==> src/rtl/pipeline_sequencer.sv <==
// ---------------------------------------------------------------------------
// pipeline_sequencer
//
// Frame-level controller for the pixel pipeline.
// - Walks the raster one pixel beat at a time and presents the coordinates
//   with valid/sof/eol/eof.
// - Honours downstream back-pressure: valid is never withdrawn while a beat
//   waits.
// - Inserts HBLANK idle cycles between lines.
// - Closes each frame with a single FRAME_END cycle.
// - Rotates the pipeline phase every PHASE_FRAMES completed frames.
//
// Ports
//   clock        system clock, all state on the rising edge
//   reset_n      asynchronous active-low reset
//   start        level; begins streaming when seen high while idle
//   stop         request to halt once the current frame has completed
//   ready        pipeline accepts a beat this cycle
//   valid        beat presented (x, y and markers meaningful)
//   x, y         raster coordinates of the presented beat
//   sof/eol/eof  start-of-frame / end-of-line / end-of-frame markers
//   phase        0=INIT, 1=CREATE_EDGE, 2=ADD_NOISE
//   busy         controller is not idle
//   frame_count  completed frames since reset, wraps modulo 2^FCW
// ---------------------------------------------------------------------------
module pipeline_sequencer #(
  parameter int WIDTH        = 8,
  parameter int HEIGHT       = 4,
  parameter int HBLANK       = 2,
  parameter int PHASE_FRAMES = 1,
  parameter int FCW          = 16,
  localparam int XW = (WIDTH  > 1) ? $clog2(WIDTH)  : 1,
  localparam int YW = (HEIGHT > 1) ? $clog2(HEIGHT) : 1
) (
  input  logic           clock,
  input  logic           reset_n,
  input  logic           start,
  input  logic           stop,
  input  logic           ready,
  output logic           valid,
  output logic [XW-1:0]  x,
  output logic [YW-1:0]  y,
  output logic           sof,
  output logic           eol,
  output logic           eof,
  output logic [1:0]     phase,
  output logic           busy,
  output logic [FCW-1:0] frame_count
);

  localparam int HCW = (HBLANK > 1) ? $clog2(HBLANK) : 1;
  localparam int PFW = (PHASE_FRAMES > 1) ? $clog2(PHASE_FRAMES) : 1;

  localparam logic [XW-1:0]  X_LAST  = XW'(WIDTH - 1);
  localparam logic [YW-1:0]  Y_LAST  = YW'(HEIGHT - 1);
  // The blank counter is loaded with HBLANK-1 and exits at zero, which gives
  // exactly HBLANK idle cycles.
  localparam logic [HCW-1:0] H_LOAD  = HCW'(HBLANK - 1);
  localparam logic [PFW-1:0] PF_LAST = PFW'(PHASE_FRAMES - 1);

  typedef enum logic [1:0] {
    S_IDLE      = 2'd0,
    S_ACTIVE    = 2'd1,
    S_HBLANK    = 2'd2,
    S_FRAME_END = 2'd3
  } state_t;

  state_t           state_q, state_d;
  logic [XW-1:0]    x_q, x_d;
  logic [YW-1:0]    y_q, y_d;
  logic [HCW-1:0]   hcnt_q, hcnt_d;
  logic             stop_q, stop_d;
  logic [PFW-1:0]   pfc_q, pfc_d;
  logic [1:0]       phase_q, phase_d;
  logic [FCW-1:0]   frame_count_q, frame_count_d;

  always_ff @(posedge clock or negedge reset_n) begin
    if (!reset_n) begin
      state_q       <= S_IDLE;
      x_q           <= '0;
      y_q           <= '0;
      hcnt_q        <= '0;
      stop_q        <= 1'b0;
      pfc_q         <= '0;
      phase_q       <= 2'd0;
      frame_count_q <= '0;
    end else begin
      state_q       <= state_d;
      x_q           <= x_d;
      y_q           <= y_d;
      hcnt_q        <= hcnt_d;
      stop_q        <= stop_d;
      pfc_q         <= pfc_d;
      phase_q       <= phase_d;
      frame_count_q <= frame_count_d;
    end
  end

  always_comb begin
    state_d       = state_q;
    x_d           = x_q;
    y_d           = y_q;
    hcnt_d        = hcnt_q;
    stop_d        = stop_q;
    pfc_d         = pfc_q;
    phase_d       = phase_q;
    frame_count_d = frame_count_q;

    case (state_q)
      S_IDLE: begin
        // A simultaneous stop is dropped here, so start always wins.
        if (start) begin
          state_d = S_ACTIVE;
          x_d     = '0;
          y_d     = '0;
        end
      end

      S_ACTIVE: begin
        if (stop) stop_d = 1'b1;
        if (ready) begin
          if (x_q != X_LAST) begin
            x_d = x_q + 1'b1;
          end else if (y_q != Y_LAST) begin
            x_d = '0;
            y_d = y_q + 1'b1;
            if (HBLANK > 0) begin
              state_d = S_HBLANK;
              hcnt_d  = H_LOAD;
            end
          end else begin
            // Coordinates are cleared now so the next frame starts at (0,0).
            x_d     = '0;
            y_d     = '0;
            state_d = S_FRAME_END;
          end
        end
      end

      S_HBLANK: begin
        if (stop) stop_d = 1'b1;
        if (hcnt_q == '0) state_d = S_ACTIVE;
        else              hcnt_d  = hcnt_q - 1'b1;
      end

      S_FRAME_END: begin
        frame_count_d = frame_count_q + 1'b1;
        if (pfc_q == PF_LAST) begin
          pfc_d   = '0;
          phase_d = (phase_q == 2'd2) ? 2'd0 : phase_q + 2'd1;
        end else begin
          pfc_d = pfc_q + 1'b1;
        end
        // A stop arriving in this very cycle still ends the stream here.
        if (stop_q || stop) state_d = S_IDLE;
        else                state_d = S_ACTIVE;
        stop_d = 1'b0;
      end

      default: state_d = S_IDLE;
    endcase
  end

  assign valid       = (state_q == S_ACTIVE);
  assign busy        = (state_q != S_IDLE);
  assign x           = x_q;
  assign y           = y_q;
  assign phase       = phase_q;
  assign frame_count = frame_count_q;
  assign sof         = valid && (x_q == '0) && (y_q == '0);
  assign eol         = valid && (x_q == X_LAST);
  assign eof         = eol && (y_q == Y_LAST);

endmodule

==> config.mk <==
export PLATFORM = sky130hd
export DESIGN_NAME = pipeline_sequencer
export DESIGN_NICKNAME = d
export VERILOG_FILES = /design/src/rtl/pipeline_sequencer.sv
export SDC_FILE = /design/constraint.sdc
export NUM_CORES = 1
export LEC_CHECK = 0
export ABC_AREA = 1
export CAP_MARGIN = 20
export CORE_AREA = 2 2 90 66
export DETAILED_ROUTE_END_ITERATION = 7
export DIE_AREA = 0 0 92 68
export GPL_ROUTABILITY_DRIVEN = 0
export HOLD_SLACK_MARGIN = 0.1
export MAX_ROUTING_LAYER = met4
export PLACE_DENSITY = 0.62
export SYNTH_ARGS = -nofsm -noshare
export SYNTH_HDL_FRONTEND = slang
export SYNTH_SLANG_ARGS = --single-unit
==> constraint.sdc <==
create_clock -name clock -period 1.3 [get_ports clock]
set_input_delay 0.26 -clock clock [delete_from_list [all_inputs] [get_ports clock]]
set_output_delay 0.26 -clock clock [all_outputs]
set_load 0.01 [all_outputs]
==> impl_summary.log, run 1 <==
[metrics] result of the run: finished, violations left
[metrics] failing checks: setup timing
[metrics] global route total overflow: 0
[metrics] longest individual stage delay on the worst path: around 430 ps
[metrics] sinks on the clock net: 27
[metrics] synthesized flop and latch total: 27
[metrics] minimum clock period after layout: 1560 ps
[metrics] Crit path required time: 1040 ps
[metrics] proportion of synthesized flip-flops having asynchronous set or reset: 100%
[metrics] final design area excluding fillers: roughly 0.0029 mm^2
[metrics] category of the critical setup timing path: reg2out
[metrics] count of mapped cells out of synthesis: 188
[metrics] via count of the first global-routing pass: 1437
[metrics] synth top area cells: sky130_fd_sc_hd__dfrtp_1 43%, sky130_fd_sc_hd__nand2_1 9.7%, sky130_fd_sc_hd__ha_1 9.4%
[metrics] filler cell count in the final layout: 512
[metrics] Yosys top cell area share: between 40 and 50%
[metrics] area inside the core boundary: 0.00547 mm^2
[metrics] number of nets with antenna violations after detailed routing: 0
[metrics] Post-Syn Area per Cell: 8.45 um^2
[metrics] worst setup margin: -264 ps
[metrics] area of the multi-input gates: 0.00105 mm^2
[metrics] die outline width: around 92 um
[metrics] Unique masters post-synth: 22
[metrics] fraction of final layout cells with drive strength greater than 1: 50.5%
[metrics] Vias per Instance: around 4.2
[metrics] kind of end point of the critical path: primary output
[metrics] share of the clock period used by the worst path after layout: 120%
[metrics] type of origin of the critical path: register
[metrics] Worst Setup Slack post-DPL: -406 ps
[metrics] yosys synthesis warning count: 0
[metrics] Initial DRT Pass Iterations: 4
[metrics] area added between synthesis and finish: 79.8%
[metrics] RSZ-0062 raised after global routing: true
[metrics] DRC errors left: 0
[metrics] arrival time of data at the critical path endpoint: 1300 ps
[metrics] syn_nets: around 200
[metrics] Fmax: 0.639 GHz
[metrics] GRT Overall Usage: 13.7%
[metrics] Sequential Area: around 680 um^2
[metrics] most frequent cell after synthesis: sky130_fd_sc_hd__nand2_1
[metrics] post-synthesis instance area: 0.00159 mm^2
[metrics] Initial Utilization: 29.1%
[metrics] vias after detailed routing: 1509
[metrics] final worst clock skew: 4.68 ps
[metrics] Site Rows: 23
[metrics] total wire length after detailed routing: a little over 4000 um
[metrics] diode count: 0
[metrics] maxcap violations: 0
[metrics] cts bufs inserted: 3
[metrics] DIE AREA: 0.00626 mm^2
[metrics] number of nets in the layout: 303
[metrics] cell with the largest stage delay on the worst path: sky130_fd_sc_hd__dfrtp_1
[metrics] Clk Latency, worst-skew pair: about 270 ps
[metrics] clock buffer depth: 2
[metrics] DRC violation total after the first TritonRoute iteration: 53
[metrics] buffers added on ports: 32
[metrics] dominant cell type by area after synthesis: sky130_fd_sc_hd__dfrtp_1
[metrics] instance area at placement: around 0.0023 mm^2
[metrics] Setup violations, final: 27
[metrics] number of antenna violations at the first check in global routing: 0
[metrics] Top-Level Pins: 33
[metrics] highest ir drop seen on vdd: 0.771 mV
[metrics] leak pwr: 1.54 nW
[metrics] per-cell routed wire length: about 11 um
[metrics] most common library cells after synthesis: 41 x sky130_fd_sc_hd__nand2_1, 35 x sky130_fd_sc_hd__inv_1, 27 x sky130_fd_sc_hd__dfrtp_1
[metrics] ratio of total power to cell area: 1600 mW/mm^2
[metrics] final slew viol count: 0
[metrics] Crit Path Max Fanout: 2
[metrics] hold_ws: 327 ps
[metrics] clock tree from TritonCTS: done
[metrics] clock-pin transition on the worst setup and hold timing paths: 90 ps
[metrics] first-pass GRT wire length: 6530 um
[metrics] H-Tree Depth: 1
[metrics] Final Hold Viols: 0
[metrics] worst path buffer plus inverter count: 3
[metrics] clock tree root driver cell: sky130_fd_sc_hd__clkbuf_8
[metrics] list of cells traversed by the critical path: buf_6, inv_4, ha_4, nand2_2, nor3_2, buf_2
[metrics] Tightest Pin Transition: approximately 220 ps
[metrics] leading register cell type out of synthesis: sky130_fd_sc_hd__dfrtp_1
[metrics] Seq/Total Area, Yosys: 42.5%
[metrics] hold crit path type: in2async
[metrics] core occupancy in the finished layout: between 50% and 60%
[metrics] number of synthesized flops with an enable pin: 0
[metrics] largest net degree at the start of global routing: 28
[metrics] Post-DP HPWL: roughly 2600 um
[metrics] cell type group with the largest total delay on the critical path: flip-flops
[metrics] floorplan die height: 68 um
[metrics] worst max-slew margin expressed relative to the limit: between 80% and 90%
report_power, final:
part	switching (mW)	leakage (nW)	internal (mW)
registers	0.158	0.353	1.04
logic	1.42	1.16	1.48
clock network	0.262	0.0228	0.220
total	1.84	1.54	2.74
per-stage QoR:
stage / cells / power (mW) / setup TNS [ps]
after floorplan: 188 / 2.20 / -88.7
after global routing: 360 / 4.93 / -5310
final: 360 / 4.58 / -3560
after global placement: 326 / 3.10 / -4020
after CTS: 350 / 4.17 / -2800
after detailed placement: 326 / 3.14 / -4450
path summary, 6_finish.rpt:
kind	start	to	slack [ps]	cells after the start
worst max-delay path	x[0]$_DFFE_PN0P_	sof	-260	6
worst min-delay path	reset_n	phase[0]$_DFFE_PN0P_	330	2
worst max register to register	state_q[0]$_DFFE_PN0P_	frame_count[13]$_DFFE_PN0P_	-180	9
worst min register to register	phase[0]$_DFFE_PN0P_	phase[0]$_DFFE_PN0P_	510	1
max in group asynchronous	reset_n	state_q[0]$_DFFE_PN0P_	800	2
min in group clock	phase[0]$_DFFE_PN0P_	phase[0]$_DFFE_PN0P_	510	1
placed cells by master, fill, tap and decap left out:
master,n
sky130_fd_sc_hd__ha_2,2
sky130_fd_sc_hd__o21ai_0,2
sky130_fd_sc_hd__nor2_2,3
sky130_fd_sc_hd__ha_4,8
sky130_fd_sc_hd__dfrtp_1,26
sky130_fd_sc_hd__ha_1,2
sky130_fd_sc_hd__xor2_1,5
sky130_fd_sc_hd__nand3_2,6
sky130_fd_sc_hd__o21ai_2,5
sky130_fd_sc_hd__a21oi_2,1
sky130_fd_sc_hd__nand4_1,3
sky130_fd_sc_hd__nand2_1,32
sky130_fd_sc_hd__clkbuf_1,1
sky130_fd_sc_hd__nand3_1,4
sky130_fd_sc_hd__nor3_1,1
sky130_fd_sc_hd__nand2_4,8
sky130_fd_sc_hd__buf_6,26
sky130_fd_sc_hd__o21ai_1,5
sky130_fd_sc_hd__nand3_4,2
sky130_fd_sc_hd__nor2_1,8
sky130_fd_sc_hd__nor2_8,2
sky130_fd_sc_hd__buf_2,4
sky130_fd_sc_hd__nor2_4,6
sky130_fd_sc_hd__xor2_2,1
sky130_fd_sc_hd__clkbuf_8,3
sky130_fd_sc_hd__inv_2,9
sky130_fd_sc_hd__nand2_2,8
sky130_fd_sc_hd__dfrtp_2,1
sky130_fd_sc_hd__xnor2_2,2
sky130_fd_sc_hd__dlygate4sd2_1,17
sky130_fd_sc_hd__inv_4,2
sky130_fd_sc_hd__buf_12,2
sky130_fd_sc_hd__xnor2_1,2
sky130_fd_sc_hd__buf_4,41
sky130_fd_sc_hd__clkdlybuf4s50_1,4
sky130_fd_sc_hd__o22ai_2,1
sky130_fd_sc_hd__inv_1,25
sky130_fd_sc_hd__a21oi_1,4
sky130_fd_sc_hd__nor3_2,1
state kept, by name (all words and copies together), names as in the netlist:
signal	cells
hcnt_q	1
x	3
y	2
state_q	2
stop_q	1
phase	2
frame_count	16
cell families after synthesis:
| logic type | after synthesis | synth area share, % |
|---|---|---|
| XOR/XNOR | 10 | 5.51 |
| AND/OR/NAND/NOR | 84 | 27.6 |
| flip-flops | 27 | 42.5 |
| AO/OA/AOI/OAI | 18 | 5.75 |
| adder cells (fa/ha/maj) | 12 | 9.45 |
| buffers and inverters | 37 | 9.21 |
area by class of cell:
type | count | area share [%]
clock buffer | 4 | 1.58
inverter | 36 | 4.91
multi-input combinational | 124 | 36.8
sequential | 27 | 23.7
tap | 75 | 3.29
timing repair buffer | 94 | 29.7
worst reg2reg max path: cells and delay by family (launching register included):
| family | cells | cell delay [ps] |
|---|---|---|
| and+or+nand+nor | 6 | 620 |
| DFF | 1 | 430 |
| adders and majority gates | 1 | 180 |
| buffers and inverters | 2 | 160 |
layer usage:
metal | global-route usage, % | share of wire [%]
met1 | 17.5 | 46
met2 | 22.4 | 49
met3 | 3.41 | 3.7
met4 | 2.80 | 0.89
met5 | - | 0
what timing repair did:
item	4_1_cts	5_1_grt
pin swaps	14	22
setup endpoints to repair	51	33
setup buffers	21	14
resized for setup	108	53
hold buffers	0	0
Power figures use the tool's default switching activity.
==> inputs of run 2 (changes only) <==
- PLACE_DENSITY: 0.62 -> 0.6
- SETUP_SLACK_MARGIN: not set -> 0.1
- clock period: 1.3 -> 1.5 ns (I/O delays scaled with it)
==> run 2 against run 1 <==
- the flow still finishes with violations (setup timing)
- wire length decreased by 11%
- clock-buffer cell count unchanged
- clock skew decreased by 1.5 ps
- flip-flop and latch count unchanged
- largest power group unchanged
- design area decreased by 9.5%
- critical path depth decreased by 1
- register-to-register slack improved by 220 ps
==> impl_summary.log, run 2 (synthesis results as in run 1) <==
[metrics] H-Tree Depth: 1
[metrics] maxcap violations: 0
[metrics] slack of the worst reg-to-reg path: 40 ps
[metrics] RR Startpoint: state_q[0]$_DFFE_PN0P_
[metrics] share of the clock period used by the worst path after layout: 107%
[metrics] Setup violations, final: 3
[metrics] length in cells of the worst reg-to-reg path: 11
[metrics] ratio of total power to cell area: 1400 mW/mm^2
[metrics] failing checks: setup timing
[metrics] total wire length after detailed routing: between 3000 and 4000 um
[metrics] reg2reg end: y[0]$_DFFE_PN0P_
[metrics] Fmax: between 0.6 and 0.7 GHz
[metrics] final design area excluding fillers: between 0.002 and 0.003 mm^2
[metrics] vias after detailed routing: ~1400
[metrics] DRC violation total after the first TritonRoute iteration: 20
[metrics] Crit Path Max Fanout: 2
[metrics] kind of end point of the critical path: primary output
[metrics] leak pwr: about 1.4 nW
[metrics] DIE AREA: 0.00626 mm^2
[metrics] Initial Utilization: 29.1%
[metrics] category of the critical setup timing path: reg2out
[metrics] per-cell routed wire length: approximately 11 um
[metrics] commonest non-fill, non-tap cell in the layout: sky130_fd_sc_hd__buf_4
[metrics] post-route non-filler standard cell count: 346
[metrics] Vias per Instance: 4.13
[metrics] final slew viol count: 0
[metrics] number of antenna violations at the first check in global routing: 0
[metrics] Site Rows: 23
[metrics] clock tree from TritonCTS: done
[metrics] Tightest Pin Transition: 229 ps
[metrics] final worst clock skew: roughly 3.2 ps
[metrics] global route total overflow: 0
[metrics] buffers added on ports: 32
[metrics] fraction of final layout cells with drive strength greater than 1: 40.6%
[metrics] area added between synthesis and finish: 62.7%
[metrics] worst setup margin: -101 ps
[metrics] number of nets in the layout: approximately 290
[metrics] clock buffer depth: 2
[metrics] Sequential Area: about 680 um^2
[metrics] GRT Overall Usage: 12.8%
[metrics] first-pass GRT wire length: 6050 um
[metrics] largest net degree at the start of global routing: 28
[metrics] core occupancy in the finished layout: 47.3%
[metrics] total chip power: 3.63 mW
[metrics] most frequent cells in the layout: 39 x sky130_fd_sc_hd__buf_4, 35 x sky130_fd_sc_hd__nand2_1, 29 x sky130_fd_sc_hd__inv_1
[metrics] Worst Setup Slack post-DPL: -233 ps
[metrics] RSZ-0062 raised after global routing: true
[metrics] Top-Level Pins: 33
[metrics] die outline width: slightly above 90 um
[metrics] type of origin of the critical path: register
[metrics] Placed Cells incl. Taps: 318
[metrics] Post-DP HPWL: between 2000 and 3000 um
[metrics] diode count: 0
[metrics] number of nets with antenna violations after detailed routing: 0
[metrics] Crit path required time: 1200 ps
[metrics] arrival time of data at the critical path endpoint: 1300 ps
[metrics] via count of the first global-routing pass: 1337
[metrics] clock tree root driver cell: sky130_fd_sc_hd__clkbuf_8
[metrics] minimum clock period after layout: 1600 ps
[metrics] Final Hold Viols: 0
[metrics] instance area at placement: 0.00219 mm^2
[metrics] worst max-slew margin expressed relative to the limit: 84.6%
[metrics] Initial DRT Pass Iterations: 4
[metrics] area inside the core boundary: 0.00547 mm^2
[metrics] hold crit path type: in2async
[metrics] cts bufs inserted: 3
[metrics] sinks on the clock net: 27
[metrics] result of the run: finished, violations left
[metrics] max FFs per register: 16
[metrics] highest ir drop seen on vdd: 0.626 mV
[metrics] filler cell count in the final layout: 559
[metrics] Clk Latency, worst-skew pair: 270 ps
[metrics] floorplan die height: 68 um
[metrics] DRC errors left: 0
[metrics] clock-pin transition on the worst setup and hold timing paths: 90 ps
[metrics] area of the multi-input gates: roughly 940 um^2
-- run 2: changes by cell type in the layout (fill, tap and decap cells not counted), moves of 3 or more --
cell	previous run	this run
sky130_fd_sc_hd__buf_6	26	10
sky130_fd_sc_hd__ha_4	8	5
sky130_fd_sc_hd__inv_2	9	3
sky130_fd_sc_hd__clkdlybuf4s15_1	0	3
sky130_fd_sc_hd__inv_1	25	29
sky130_fd_sc_hd__nand2_1	32	35
-- run 2: layer usage --
layer	global-route usage [%]	routed length (um)	vias up
li1	-	-	740
met1	17.4	1870	665
met2	19.4	1670	20
met3	3.52	123	4
met4	2.24	34	0
met5	-	0	-
-- run 2: layout make-up --
class | count | share of cell area [%]
clock buffers | 4 | 1.74
inverters | 36 | 5.61
multi-input cells | 124 | 36.4
flip-flops and latches | 27 | 26.2
well taps | 75 | 3.63
repair buffers | 80 | 26.4
-- run 2: worst max-delay path by stage --
| stage | start | to | slack (ps) | depth (start not counted) |
|---|---|---|---|---|
| after floorplan | state_q[1]$_DFFE_PN0P_ | y[0]$_DFFE_PN0P_ | 150 | 9 |
| after CTS | x[0]$_DFFE_PN0P_ | eol | -110 | 5 |
| after global routing | x[1]$_DFFE_PN0P_ | eol | -160 | 5 |
| after global placement | x[0]$_DFFE_PN0P_ | eol | -210 | 5 |
| after detailed placement | x[0]$_DFFE_PN0P_ | eof | -230 | 5 |
| final | x[0]$_DFFE_PN0P_ | eol | -100 | 5 |
-- run 2: power breakdown --
part	internal, mW	switching [mW]
Clock	0.190	0.222
Sequential	0.900	0.114
Combinational	1.08	1.12
-- run 2: critical path, cell delays in order, from the launching register on --
cell and delay (ps):
sky130_fd_sc_hd__dfrtp_1 410, sky130_fd_sc_hd__ha_2 210, sky130_fd_sc_hd__ha_4 170, sky130_fd_sc_hd__nand2_2 70, sky130_fd_sc_hd__inv_1 50, sky130_fd_sc_hd__buf_2 130
-- run 2: what timing repair did --
action,in CTS,in global routing
setup buffers,24,2
hold buffers,0,0
setup endpoints to repair,45,25
cloned,0,0
pin swaps,7,21
resized for setup,88,25
-- run 2: metrics by stage --
| step | TNS [ps] | hold WS (ps) |
|---|---|---|
| 6_report | -262 | 373 |
| 5_1_grt | -664 | 379 |
| 4_1_cts | -299 | 381 |
| 3_5_place_dp | -849 | 506 |
| 3_3_place_gp | -791 | 482 |
| 2_1_floorplan | 0 | 4.41 |
==> inputs of run 3 (changes only) <==
- CORE_AREA: 2 2 90 66 -> 2 2 94 60
- DIE_AREA: 0 0 92 68 -> 0 0 96 62
- PLACE_DENSITY: 0.6 -> 0.62
==> run 3 against run 2 <==
- the flow still finishes with violations (setup timing)
- wire length up 6.1%
- clock power up 4.9%
- critical path depth stayed put
- largest cell class unchanged
- register-to-register slack got worse by 70 ps
- clock skew rose by 4.1 ps
- critical path type unchanged
==> impl_summary.log, run 3 (synthesis results as in run 1) <==
[metrics] per-cell routed wire length: 11.4 um
[metrics] hold crit path type: in2async
[metrics] vias after detailed routing: 1449
[metrics] filler cell count in the final layout: 501
[metrics] commonest non-fill, non-tap cell in the layout: sky130_fd_sc_hd__buf_4
[metrics] Initial Utilization: 30.4%
[metrics] arrival time of data at the critical path endpoint: 1300 ps
[metrics] number of nets with antenna violations after detailed routing: 0
[metrics] sinks on the clock net: 27
[metrics] Crit path required time: 1200 ps
[metrics] die outline width: 96 um
[metrics] fraction of final layout cells with drive strength greater than 1: between 40% and 50%
[metrics] Tightest Pin Transition: 247 ps
[metrics] total wire length after detailed routing: 3920 um
[metrics] DRC violation total after the first TritonRoute iteration: 47
[metrics] register share of total power: 26.9%
[metrics] H-Tree Depth: 1
[metrics] final slew viol count: 0
[metrics] reg2reg end: state_q[0]$_DFFE_PN0P_
[metrics] maxcap violations: 0
[metrics] switching power share of the total: between 40% and 50%
[metrics] clock buffer depth: 2
[metrics] clock-pin transition on the worst setup and hold timing paths: ~100 ps
[metrics] floorplan die height: 62 um
[metrics] area inside the core boundary: 0.00523 mm^2
[metrics] leak pwr: 1.46 nW
[metrics] DRC errors left: 0
[metrics] Setup violations, final: 7
[metrics] global route total overflow: 0
[metrics] Initial DRT Pass Iterations: 4
[metrics] largest net degree at the start of global routing: 28
[metrics] ratio of total power to cell area: 1430 mW/mm^2
[metrics] kind of end point of the critical path: primary output
[metrics] origin of the worst setup path: x[0]$_DFFE_PN0P_
[metrics] switching power: 1.53 mW
[metrics] slack of the worst reg-to-reg path: -30 ps
[metrics] Top-Level Pins: 33
[metrics] share of the clock period used by the worst path after layout: 106%
[metrics] type of origin of the critical path: register
[metrics] most frequent cells in the layout: 44 x sky130_fd_sc_hd__buf_4, 35 x sky130_fd_sc_hd__nand2_1, 26 x sky130_fd_sc_hd__inv_1
[metrics] length in cells of the worst reg-to-reg path: 10
[metrics] area added between synthesis and finish: 64.3%
[metrics] diode count: 0
[metrics] Worst Setup Slack post-DPL: -220 ps
[metrics] Clk Latency, worst-skew pair: 280 ps
[metrics] max FFs per register: 16
[metrics] clock tree from TritonCTS: done
[metrics] cell with the largest stage delay on the worst path: sky130_fd_sc_hd__dfrtp_1
[metrics] via count of the first global-routing pass: between 1000 and 1500
[metrics] buffers added on ports: 32
[metrics] clock tree root driver cell: sky130_fd_sc_hd__clkbuf_8
[metrics] Final Hold Viols: 0
[metrics] worst path buffer plus inverter count: 1
[metrics] GRT Overall Usage: 14.9%
[metrics] Post-DP HPWL: approximately 2700 um
[metrics] first-pass GRT wire length: approximately 6300 um
[metrics] minimum clock period after layout: ~1600 ps
[metrics] RR Startpoint: x[0]$_DFFE_PN0P_
[metrics] RSZ-0062 raised after global routing: true
[metrics] Sequential Area: 678 um^2
[metrics] number of gates on the worst path with buffers counted: 5
[metrics] CTS Hold Bufs: 0
[metrics] Vias per Instance: 4.22
[metrics] list of cells traversed by the critical path: ha_2, ha_4, nand2_4, nor2_4, buf_6
[metrics] final worst clock skew: 7.28 ps
[metrics] internal power summed over all cells: 2.22 mW
[metrics] number of antenna violations at the first check in global routing: 0
[metrics] part of the total power dissipated in the clock network: between 10% and 20%
[metrics] total chip power: roughly 3.7 mW
[metrics] cts bufs inserted: 3
[metrics] Site Rows: 21
[metrics] category of the critical setup timing path: reg2out
[metrics] Fmax: 0.626 GHz
[metrics] area of the multi-input gates: ~950 um^2
[metrics] DIE AREA: 0.00595 mm^2
[metrics] setup total negative slack: -405 ps
[metrics] failing checks: setup timing
[metrics] worst max-slew margin expressed relative to the limit: 83.4%
[metrics] worst setup margin: -97.4 ps
[metrics] post-route non-filler standard cell count: between 300 and 400
[metrics] result of the run: finished, violations left
[metrics] highest ir drop seen on vdd: 0.860 mV
[metrics] longest individual stage delay on the worst path: 380 ps
[metrics] number of nets in the layout: 292
[metrics] Crit Path Max Fanout: 2
[metrics] cell type group with the largest total delay on the critical path: flip-flops
[metrics] combinational cell fraction of total power: 61.6%
[metrics] Placed Cells incl. Taps: 313
## run 3: power groups by stage
stage	registers, mW	logic [mW]	clock network, mW
finish	1.01	2.31	0.432
detailed placement	1.07	1.64	0
CTS	1.01	2.06	0.448
floorplan	1.11	0.795	0
global route	1.03	2.53	0.492
global placement	1.06	1.62	0
## run 3: worst max path at each step
| stage | to | slack (ps) |
|---|---|---|
| after global routing | eof | -160 |
| after floorplan | y[0]$_DFFE_PN0P_ | 150 |
| after CTS | eof | -110 |
| final | eof | -100 |
| after global placement | eol | -200 |
| after detailed placement | eof | -220 |
## run 3: worst reg2reg max path, stage by stage, from the launching register on
cell and delay (ps):
sky130_fd_sc_hd__dfrtp_1 410, sky130_fd_sc_hd__ha_2 220, sky130_fd_sc_hd__buf_4 140, sky130_fd_sc_hd__buf_6 110, sky130_fd_sc_hd__ha_4 150, sky130_fd_sc_hd__inv_2 60, sky130_fd_sc_hd__nand2_4 70, sky130_fd_sc_hd__nand2_4 90
sky130_fd_sc_hd__nor2_4 50, sky130_fd_sc_hd__o21ai_1 60, sky130_fd_sc_hd__o21ai_1 70
## run 3: repair_timing
action | 4_1_cts | 5_1_grt
gates cloned | 0 | 0
buffers inserted | 23 | 4
pin swaps | 11 | 6
gates resized for setup | 98 | 27
setup endpoints to repair | 49 | 26
## run 3: cell type report
cell class	instances	share of cell area [%]
Multi-Input combinational cell	124	36.4
Timing Repair Buffer	83	26.9
Sequential cell	27	26.0
Inverter	36	5.56
Tap cell	69	3.31
Clock buffer	3	1.58
Clock inverter	1	0.287
## run 3: through the flow
step,instance area [um^2],util [%],hold WS (ps)
final,2610,49.9,365
after global routing,2610,49.9,357
after CTS,2500,47.9,369
after detailed placement,2190,41.9,497
after global placement,2190,41.9,487
after floorplan,1600,-,4.41
## run 3: routing by layer
metal  vias up  part of all wire [%]  GRT usage [%]
li1        754                     -              -
met1       670                    51           20.3
met2        21                    45           22.0
met3         4                   3.2           3.38
met4         0                   1.0           4.90
met5         -                     0              -
